**src/rtl/clk_enable_sched.sv**
```systemverilog
// Per-channel programmable clock-enable strobes with phase resync.
// Define CLKEN_ALIGN_EN to defer reconfiguration to the period boundary.
module clk_enable_sched #(
   parameter int N_CH = 4,
   parameter int DIVW = 8,
   localparam int CW = (N_CH > 1) ? $clog2(N_CH) : 1
) (
   input  logic            clk,
   input  logic            reset_n,
   input  logic            cfg_valid,
   output logic            cfg_ready,
   input  logic [CW-1:0]   cfg_chan,
   input  logic [DIVW-1:0] cfg_div,
   input  logic            cfg_en,
   input  logic            resync,
   output logic [N_CH-1:0] ce,
   output logic            busy
);

   logic [DIVW-1:0] div_q [N_CH];
   logic [DIVW-1:0] cnt_q [N_CH];
   logic [N_CH-1:0] en_q;

   logic [N_CH-1:0] sel;
   logic [N_CH-1:0] ld;
   logic [N_CH-1:0] ld_ce;
   logic [DIVW-1:0] ld_div;
   logic            ld_en;

   // Out-of-range channel numbers decode to an empty select
   always_comb begin
      sel = '0;
      for (int i = 0; i < N_CH; i++) begin
         if (cfg_chan == CW'(i)) sel[i] = 1'b1;
      end
   end

`ifdef CLKEN_ALIGN_EN
   typedef enum logic {IDLE, PEND} state_t;

   state_t          st_q, st_d;
   logic [N_CH-1:0] p_sel_q;
   logic [DIVW-1:0] p_div_q;
   logic            p_en_q;
   logic            tgt_en;
   logic            hit;

   assign tgt_en = |(sel & en_q);

   always_comb begin
      hit = 1'b0;
      for (int i = 0; i < N_CH; i++) begin
         if (p_sel_q[i] && cnt_q[i] == div_q[i]) hit = 1'b1;
      end
   end

   always_comb begin
      st_d      = st_q;
      ld        = '0;
      ld_ce     = '0;
      ld_div    = cfg_div;
      ld_en     = cfg_en;
      cfg_ready = 1'b0;
      busy      = 1'b0;
      unique case (st_q)
         IDLE: begin
            cfg_ready = 1'b1;
            if (cfg_valid && tgt_en) st_d = PEND;
            else if (cfg_valid)      ld   = sel;
         end
         PEND: begin
            busy   = 1'b1;
            ld_div = p_div_q;
            ld_en  = p_en_q;
            // Boundary apply keeps the strobe that closes the old period
            if (hit || resync) begin
               ld    = p_sel_q;
               ld_ce = hit ? p_sel_q : '0;
               st_d  = IDLE;
            end
         end
         default: st_d = IDLE;
      endcase
   end

   always_ff @(posedge clk or negedge reset_n) begin
      if (!reset_n) begin
         st_q    <= IDLE;
         p_sel_q <= '0;
         p_div_q <= '0;
         p_en_q  <= 1'b0;
      end else begin
         st_q <= st_d;
         if (st_q == IDLE && cfg_valid && tgt_en) begin
            p_sel_q <= sel;
            p_div_q <= cfg_div;
            p_en_q  <= cfg_en;
         end
      end
   end
`else
   assign cfg_ready = 1'b1;
   assign busy      = 1'b0;

   always_comb begin
      ld     = cfg_valid ? sel : '0;
      ld_ce  = '0;
      ld_div = cfg_div;
      ld_en  = cfg_en;
   end
`endif

   always_ff @(posedge clk or negedge reset_n) begin
      if (!reset_n) begin
         en_q <= '0;
         ce   <= '0;
         for (int i = 0; i < N_CH; i++) begin
            div_q[i] <= '0;
            cnt_q[i] <= '0;
         end
      end else begin
         for (int i = 0; i < N_CH; i++) begin
            if (ld[i]) begin
               div_q[i] <= ld_div;
               en_q[i]  <= ld_en;
               cnt_q[i] <= '0;
               ce[i]    <= ld_ce[i];
            end else if (resync || !en_q[i]) begin
               cnt_q[i] <= '0;
               ce[i]    <= 1'b0;
            end else if (cnt_q[i] == div_q[i]) begin
               cnt_q[i] <= '0;
               ce[i]    <= 1'b1;
            end else begin
               cnt_q[i] <= cnt_q[i] + DIVW'(1);
               ce[i]    <= 1'b0;
            end
         end
      end
   end

endmodule

```
**config.mk**
```make
export PLATFORM = sky130hd
export DESIGN_NAME = clk_enable_sched
export DESIGN_NICKNAME = d
export VERILOG_FILES = /design/src/rtl/clk_enable_sched.sv
export SDC_FILE = /design/constraint.sdc
export NUM_CORES = 1
export LEC_CHECK = 0
export ABC_CLOCK_PERIOD_IN_PS = 2400
export BUFFER_PORTS_ARGS = -buffer_cell sky130_fd_sc_hd__clkbuf_2
export CORE_UTILIZATION = 55
export DETAILED_ROUTE_END_ITERATION = 12
export GPL_TIMING_DRIVEN = 1
export PLACE_DENSITY = 0.73
export SLEW_MARGIN = 25
export SYNTH_ARGS = -nofsm -noshare
export SYNTH_HDL_FRONTEND = slang
export SYNTH_SLANG_ARGS = --single-unit
export TNS_END_PERCENT = 50
```
**constraint.sdc**
```tcl
create_clock -name clk -period 2.4 [get_ports clk]
set_input_delay 0.12 -clock clk [delete_from_list [all_inputs] [get_ports clk]]
set_output_delay 0.12 -clock clk [all_outputs]
set_load 0.005 [all_outputs]
```
# ---- Word-level counts from Yosys, hierarchy flattened
# Index checks and enable logic that the tools add are counted.
dict set report op_classes {
  n_addsub 4
  n_eq_ne 7
  n_mux 29
  n_reduce_logical 9
}
# operator n
set op_table {}
lappend op_table {{$mux W8} 12}
lappend op_table {{$add A8 B1 Y8 const B} 4}
lappend op_table {{$eq A8 B8 Y1} 4}
lappend op_table {{$mux W1} 16}
lappend op_table {{$eq A2 B2 Y1 const B} 2}
lappend op_table {{$logic_not A1 Y1} 4}
lappend op_table {{$logic_or A1 B1 Y1} 4}
lappend op_table {{$mux W4} 1}
lappend op_table {{$eq A2 B1 Y1 const B} 1}
lappend op_table {{$logic_not A2 Y1} 1}
dict set report word_totals {
  regBits 72
  in_bits 15
  out_inout_bits 6
}

# ---- Longest topological paths before layout
# Gate-level depths: netlist (run 1).
dict set report depth {
  depth_word 4
  ltp_mapped 5
}

# ---- Least setup slack after synthesis (run 1)
# OpenSTA, ideal clock, no wires.
dict set report synth_path {
  path_type {register -> register}
  startpoint {register cnt_q[3] (netlist bit)}
  endpoint {register cnt_q[2] (netlist bit)}
  setup_ns 0.121
  arrival_time_ns 1.178
  required_time_ns 2.279
  setup_slack_ns 1.100
  stages_incl_launch_ff 5
  period_less_slack_ns 1.300
  cell_sequence {dfrtp_1 -> xor2_1 -> nor4_2 -> a31o_2 -> nor2_1}
}
dict set report synth_via {
  elab_chain_cells 4
}
# element line_no
set synth_lines {}
lappend synth_lines {{from (decl)} 21} ;# logic [DIVW-1:0] cnt_q [N_CH];
lappend synth_lines {{from (signal, indexed assignment)} 135} ;# cnt_q[i] <= cnt_q[i] + DIVW'(1);
lappend synth_lines {{$eq A8 B8 Y1} 131} ;# end else if (cnt_q[i] == div_q[i]) begin
lappend synth_lines {{$mux W8} 131}
lappend synth_lines {{$mux W8} 128} ;# end else if (resync || !en_q[i]) begin
lappend synth_lines {{$mux W8} 123} ;# if (ld[i]) begin
# No other way between the ends.
# A chain may end at the register's enable or synchronous reset.

# ---- Worst setup path after layout (run 1)
# Same ends and word-level chain as after synthesis.

==> results.txt, run 1 <==
The post-route core utilization came out at 0.645. Following the worst setup path forward leads to its endpoint at cnt_q[2]$_DFF_PN0_. The number of warnings printed during yosys synthesis is 0. The post-route standard cell area excluding fillers is 3620 sq um. Clock-pin slew was measured on the worst setup and hold paths at 0.07 ns.

Clock tree synthesis selected as its root buffer the cell sky130_fd_sc_hd__clkbuf_8. For the pin with the worst max-slew slack, the measured transition is 0.508 ns. The power density over the cells came out at 721 nW/um^2. The startpoint-to-endpoint class of the critical path is flip-flop to flip-flop. The setup slack of the critical path after layout is 0.991 ns. The die is 79.2 um tall. The worst reg-to-reg setup slack came out at 0.99 ns. The post-detailed-route DRC marker count is 0. Row generation in the floorplan step produced 27 rows. The total core area came out at 5610 sq um.

The required time of the critical path is 2.62 ns. The worst setup path is launched from a flip-flop. The post-synthesis instance area came out at 3270 sq um. The weighted congestion reported at the end of routability-driven placement is 0.844. The die is 79.2 um wide. The global-route wire length before repair came out at 9330 um.

Entering global routing, the biggest net connects 73 pins. The count of unique library cells instantiated by Yosys is 23. The number of cells on the worst reg-to-reg path came out at 4. The critical path starts at cnt_q[3]$_DFF_PN0_.

The total negative slack came out at 0 ns. The count of port buffers added during placement is 18. The top cell type by total area after synthesis is sky130_fd_sc_hd__dfrtp_1.

In the post-synthesis netlist, the biggest area contributors are sky130_fd_sc_hd__dfrtp_1 55%, sky130_fd_sc_hd__mux2_2 12%, sky130_fd_sc_hd__xnor2_1 7.8%. The standby leakage power is 1.60 nW. The top-level I/O count came out at 21. The worst path arrival time is 1.62 ns. The area added between synthesis and finish is 10.5%.

Of the available clock period, the critical path in the final layout requires 0.587. In the final routed layout, each cell accounts on average for 14.9 um. TritonCTS built the clock tree. The instance count of the mapped netlist came out at 265.

The die covers 6270 sq um. Wires add up to 5470 um. Dividing the synthesized area by the synthesized cell count gives 12.4 sq um. Using the TritonRoute via totals, the vias-per-cell ratio works out to 5.31. The number of levels in the clock H-tree came out at 3. The worst setup path is captured at a flip-flop.

The tightest min-delay check is of the input port to flip-flop type. The initial DRC count is 91. The detailed-router iteration count before antenna repair is 4. The number of max-capacitance violations reported is 0. The placed cell area is 3450 sq um.

The final antenna diode count is 0. The overall fraction of global-route tracks in use is 0.201. The starting utilization of the core area came out at 0.584. The number of slew-limit violations in the final report was 0. The total vias in the final route came out at 1943. Detailed placement ended at an HPWL of 3830 um. In this run the remaining antenna-violating nets after routing total 0. The number of nets in the finished design is 311. The total overflow left after global routing is 0. The worst register-to-register path begins at cnt_q[3]$_DFF_PN0_. In this run the critical register-to-register path is captured at cnt_q[2]$_DFF_PN0_. The run finished with clean final reports. The layout cell share with drive strength beyond 1 came out at 0.259. The deepest clock path buffer count came out at 2. The via count of the first global-routing pass was 1998.

The clock latency at the later pin of the worst-skew pair is 0.33 ns. The net count after synthesis is 284. The initial antenna violation count came out at 0. Setup repair after global routing left no endpoint under its margin. The sequential-to-total area share from yosys stat came out at 0.550. The number of synthesized register bits came out at 72.

TritonCTS created 9 clock buffers. The clock skew is 0.00848 ns. The count of final hold-check violations was 0. In this run the tightest slew margin relative to its limit is 0.660.

The share of synthesized area in the top cell type comes to 0.550. The worst-case setup slack after placement came out at 0.996 ns. The achievable clock frequency is 710 MHz.

The post-layout minimum cycle time came out at 1.41 ns. The largest fanout on the critical path is 8. Setup violations remaining at the end of the flow were counted as 0. The clock sink count is 72.

The worst supply voltage drop on vdd came out at 0.000477 V.
-- metal layers --
metal / global-route usage / share of wire / vias to the layer above
met5: 0 / 0 / -
met1: 0.269 / 0.48 / 961
met3: 0.0379 / 0.028 / 11
met4: 0.0927 / 0.020 / 0
li1: - / - / 945
met2: 0.315 / 0.47 / 26
-- Yosys cell counts --
cell type / count
sky130_fd_sc_hd__xor2_1: 27
sky130_fd_sc_hd__and3_2: 1
sky130_fd_sc_hd__a31o_2: 1
sky130_fd_sc_hd__nand3_2: 1
sky130_fd_sc_hd__nor4_2: 1
sky130_fd_sc_hd__nand3_1: 23
sky130_fd_sc_hd__conb_1: 2
sky130_fd_sc_hd__buf_2: 1
sky130_fd_sc_hd__o21ai_2: 1
sky130_fd_sc_hd__nor3_1: 2
sky130_fd_sc_hd__and3_1: 7
sky130_fd_sc_hd__o21bai_4: 2
sky130_fd_sc_hd__mux2_2: 36
sky130_fd_sc_hd__ha_1: 4
sky130_fd_sc_hd__inv_1: 5
sky130_fd_sc_hd__nand3b_1: 2
sky130_fd_sc_hd__xnor2_1: 29
sky130_fd_sc_hd__nor3b_2: 1
sky130_fd_sc_hd__buf_4: 4
sky130_fd_sc_hd__dfrtp_1: 72
sky130_fd_sc_hd__nor3b_1: 2
sky130_fd_sc_hd__nor2_1: 35
sky130_fd_sc_hd__nand4_1: 6
-- flip-flops by register name (all words and copies together), names as in the netlist --
| register | count |
|---|---|
| ce | 4 |
| cnt_q | 32 |
| div_q | 32 |
| en_q | 4 |
-- power by group --
group	switching, mW	leakage (nW)	internal, mW
Sequential	0.0971	0.926	1.34
Clock	0.396	0.0842	0.413
Combinational	0.161	0.590	0.200
-- stage by stage --
step / power, mW / hold WS (ns) / instances
after floorplan: 1.71 / -0.176 / 265
after global placement: 1.81 / 0.177 / 352
after detailed placement: 1.83 / 0.174 / 352
after CTS: 2.64 / 0.0772 / 366
after global routing: 2.75 / 0.0957 / 366
final: 2.61 / 0.0870 / 366
-- cell usage in the layout (no fill, tap or decap), types with 2 or more instances in the layout --
cell,instances
sky130_fd_sc_hd__and3_1,7
sky130_fd_sc_hd__clkbuf_2,17
sky130_fd_sc_hd__clkbuf_8,11
sky130_fd_sc_hd__conb_1,2
sky130_fd_sc_hd__dfrtp_1,72
sky130_fd_sc_hd__ha_1,4
sky130_fd_sc_hd__inv_1,5
sky130_fd_sc_hd__mux2_2,36
sky130_fd_sc_hd__nand3_1,23
sky130_fd_sc_hd__nand3b_1,2
sky130_fd_sc_hd__nand4_1,6
sky130_fd_sc_hd__nor2_1,35
sky130_fd_sc_hd__nor3_1,2
sky130_fd_sc_hd__nor3b_1,2
sky130_fd_sc_hd__o21bai_4,2
sky130_fd_sc_hd__xnor2_1,29
sky130_fd_sc_hd__xor2_1,27
-- how the worst min path moves through the flow --
| stage | from | end | cells past startpoint |
|---|---|---|---|
| 3_3_place_gp | reset_n | cnt_q[20]$_DFF_PN0_ | 2 |
| 2_1_floorplan | reset_n | ce[0]$_DFF_PN0_ | 0 |
| 4_1_cts | cfg_en | en_q[3]$_DFFE_PN0N_ | 2 |
| 6_report | cfg_en | en_q[2]$_DFFE_PN0N_ | 2 |
| 3_5_place_dp | reset_n | div_q[23]$_DFFE_PN0N_ | 2 |
| 5_1_grt | cfg_en | en_q[1]$_DFFE_PN0N_ | 2 |
-- timing repair --
item                       in CTS  in global routing
setup endpoints to repair       0                  0
resized for setup               0                  0
hold endpoints to repair       72                  0
setup buffers                   0                  0
hold buffers                    1                  0
-- worst max-delay path, cell delays in order, from the launching register on --
cell,delay [ns]
sky130_fd_sc_hd__dfrtp_1,0.44
sky130_fd_sc_hd__xor2_1,0.19
sky130_fd_sc_hd__nor4_2,0.30
sky130_fd_sc_hd__a31o_2,0.29
sky130_fd_sc_hd__nor2_1,0.07
-- cell type report --
type | instances | area [sq um]
Fill cell | 443 | 1990
Sequential cell | 72 | 1800
Multi-Input combinational cell | 183 | 1420
Clock buffer | 12 | 155
Timing Repair Buffer | 21 | 128
Tap cell | 72 | 90.1
Inverter | 5 | 18.8
Clock inverter | 1 | 5.00
-- logic make-up (layout without fill, tap and decap cells) --
kind of cell,Yosys count,after routing,synth area share
other cells,2,2,0.00229
mux,36,36,0.124
compound gates,4,4,0.0168
simple gates,81,81,0.125
flops,72,72,0.550
buf+inv,10,39,0.0164
fa+ha+maj,4,4,0.0153
xor+xnor,56,56,0.150
No activity file was read; power rests on OpenSTA's default activity.
==> run 2, diff against run 1 <==
ABC_CLOCK_PERIOD_IN_PS = 1300   (was 2400)
clock period = 1.3 ns   (was 2.4 ns; I/O delays follow)
==> run 2 against run 1 <==
First-iteration DRC count decreased by 34%. The run now ends with negative setup slack left. Clock skew about the same. Via count increased by 6.2%.
==> results.txt, run 2 (synthesis gave the netlist of run 1 again) <==
The number of levels in the clock H-tree is 3 (unchanged). The worst supply voltage drop on vdd came out at 0.000905 V (+90%). The floorplan die height is 79.2 um (unchanged).

The count of port buffers added during placement is 18 (unchanged). The total vias in the final route came out at 2064 (+6.2%). The total core area is 5610 sq um (unchanged). The count of final hold-check violations is 0 (unchanged). The initial DRC count was 60 (-34%). The largest registers in the layout are cnt_q x32, div_q x32. The switching power as a share of total power was 0.251 (+0.000400). The floorplan row count is 27 (unchanged). The top-level I/O count came out at 21 (unchanged). The achievable clock frequency came out at 746 MHz (+5.1%). The share of power burned in combinational logic is 0.143 (+0.005). The final wirelength is 5700 um (+4.2%). The worst reg-to-reg setup slack came out at -0.04 ns (-1.03 ns).

The kind of launch point of the worst setup path is a flip-flop. The run finished, with violations left. The worst-case setup slack after placement came out at -0.0600 ns (-1.06 ns). The clock share of power is 0.337 (+0.027). The number of max-capacitance violations reported came out at 0 (unchanged). The deepest clock path buffer count was 2 (unchanged).

The clock slew seen by the registers of the worst setup and hold paths was 0.07 ns (about the same). The fill cell total of the finished layout came out at 448 (+1.1%). The detailed-router iteration count before antenna repair came out at 4 (unchanged). Setup repair after global routing could not meet its margin everywhere. The termination of the worst setup path is cnt_q[6]$_DFF_PN0_. The number of antenna-violating nets in the routed design came out at 0 (unchanged). The required time of the critical path came to 1.53 ns (-1.09 ns). The total negative slack came out at -0.279 ns (-0.279 ns). The weighted congestion reported at the end of routability-driven placement came out at 0.783 (-7.2%). The net switching component of the power is 1.28 mW (+96%). The final global-route overflow total is 0 (unchanged). Compared with the post-synthesis result, the final layout area differs by 17.5%.

The routed wire length per instance came out at 14.5 um (-2.9%). The number of clock buffers inserted by TritonCTS is 9 (unchanged). The power density over the cells came to 1320 nW/um^2 (+83%). The buffer type at the clock tree root is sky130_fd_sc_hd__clkbuf_8. The overall fraction of global-route tracks in use is 0.211 (+0.0101).

The area enclosed by the die boundary was 6270 sq um (unchanged). The horizontal die dimension is 79.2 um (unchanged). The clock latency at the later pin of the worst-skew pair was 0.34 ns (about the same).

The worst hold slack came out at 0.0319 ns (-0.0551 ns). The overall power of the completed layout came out at 5.09 mW (+95%). In this run the worst setup path begins at cnt_q[3]$_DFF_PN0_.

The top cell types in the final layout, fill and taps aside, are 72 x sky130_fd_sc_hd__dfrtp_1, 36 x sky130_fd_sc_hd__mux2_2, 33 x sky130_fd_sc_hd__nor2_1. The ratio of final minimum period to clock period is 1.03 (+0.445). The placed cell count is 372 (+5.7%). The commonest non-fill, non-tap cell in the layout is sky130_fd_sc_hd__dfrtp_1. STA classifies the critical path endpoint as a flip-flop. The final-report setup violation count was 8 (+8).

The number of slew-limit violations in the final report was 0 (unchanged). The post-detailed-route DRC marker count came out at 0 (unchanged). The initial antenna violation count came to 0 (unchanged). The starting utilization of the core area is 0.584 (unchanged). The global-route wire length before repair came out at 9800 um (+5.1%). In this run the most critical hold path is launched from cfg_div[6]. The number of nets in the finished design came to 336 (+8.0%).

The post-layout instance count excluding filler cells is 393 (+7.4%). The final reports fail on negative setup slack. The startpoint-to-endpoint class of the critical path is flip-flop to flip-flop.

The via-per-instance ratio came out at 5.25 (-1.1%). The endpoint identified for the worst register-to-register timing path is cnt_q[6]$_DFF_PN0_. The standby leakage power is 1.74 nW (+8.7%).

The clock skew came out at 0.00806 ns (-0.000415 ns). The startpoint identified for the worst register-to-register timing path is cnt_q[3]$_DFF_PN0_. The post-layout minimum cycle time is 1.34 ns (-0.0679 ns). The sequential share of power came out at 0.520 (-0.032). The setup slack of the critical path after layout came out at -0.0413 ns (-1.03 ns). The via count of the first global-routing pass came out at 2121 (+6.2%).

The largest net degree at the start of global routing came to 73 (unchanged). The detailed placer's ending HPWL was 4100 um (+7.0%). The layout cell share with drive strength beyond 1 came out at 0.327 (+0.0686). The largest fanout on the critical path is 8 (unchanged). The final antenna diode count is 0 (unchanged). The clock sink count came out at 72 (unchanged). The total internal power came out at 3.81 mW (+95%). The worst path arrival time came out at 1.57 ns (-0.05 ns).

The number of cells on the worst reg-to-reg path came out at 4 (unchanged). In this run the worst hold path is classified as input port to flip-flop. TritonCTS built the clock tree.
[run 2: power by group through the flow]
| stage | sequential, mW | clock [mW] | combinational (mW) |
|---|---|---|---|
| floorplan | 2.65 | 0 | 0.513 |
| global placement | 2.68 | 0 | 0.686 |
| detailed placement | 2.70 | 0 | 0.707 |
| CTS | 2.65 | 1.75 | 0.721 |
| global route | 2.68 | 1.83 | 0.818 |
| finish | 2.65 | 1.72 | 0.727 |
[run 2: critical path, stage by stage (launching register included)]
cell and delay [ns]:
sky130_fd_sc_hd__dfrtp_1 0.39, sky130_fd_sc_hd__xor2_1 0.17, sky130_fd_sc_hd__nor4_2 0.30, sky130_fd_sc_hd__a31o_2 0.30
sky130_fd_sc_hd__nor2_1 0.06
[run 2: worst min path at each step]
stage	to	slack [ns]	depth (start not counted)
after global placement	cnt_q[19]$_DFF_PN0_	0.12	2
after floorplan	ce[0]$_DFF_PN0_	-0.23	0
final	div_q[14]$_DFFE_PN0N_	0.03	2
after global routing	div_q[6]$_DFFE_PN0N_	0.03	2
after CTS	en_q[2]$_DFFE_PN0N_	0.03	2
after detailed placement	div_q[23]$_DFFE_PN0N_	0.12	2
[run 2: metal layers]
| metal | up-vias | wire length [um] | share of wire | GRT usage |
|---|---|---|---|---|
| met5 | - | 0 | 0 | 0 |
| met4 | 0 | 117 | 0.021 | 0.0982 |
| met3 | 10 | 124 | 0.022 | 0.0379 |
| met2 | 26 | 2760 | 0.48 | 0.343 |
| met1 | 1029 | 2700 | 0.47 | 0.273 |
| li1 | 999 | - | - | - |
[run 2: timing repair]
action / CTS / global route
setup buffers: 1 / 4
setup endpoints to repair: 8 / 31
hold buffers: 1 / 0
pin swaps: 8 / 20
resized for setup: 0 / 4
hold endpoints to repair: 72 / 0
[run 2: layout make-up]
class                           instances  area [sq um]  area share
Clock buffer                           12           145      0.0377
Multi-Input combinational cell        183          1430       0.372
Tap cell                               72          90.1      0.0234
Clock inverter                          3          42.5      0.0111
Sequential cell                        72          1800       0.468
Timing Repair Buffer                   46           319      0.0829
Inverter                                5          18.8     0.00488
[run 2: stage by stage]
| stage | util | cell area [sq um] |
|---|---|---|
| 4_1_cts | 0.678 | 3800 |
| 6_report | 0.686 | 3850 |
| 5_1_grt | 0.686 | 3850 |
| 3_5_place_dp | 0.641 | 3600 |
| 2_1_floorplan | - | 3270 |
| 3_3_place_gp | 0.641 | 3600 |
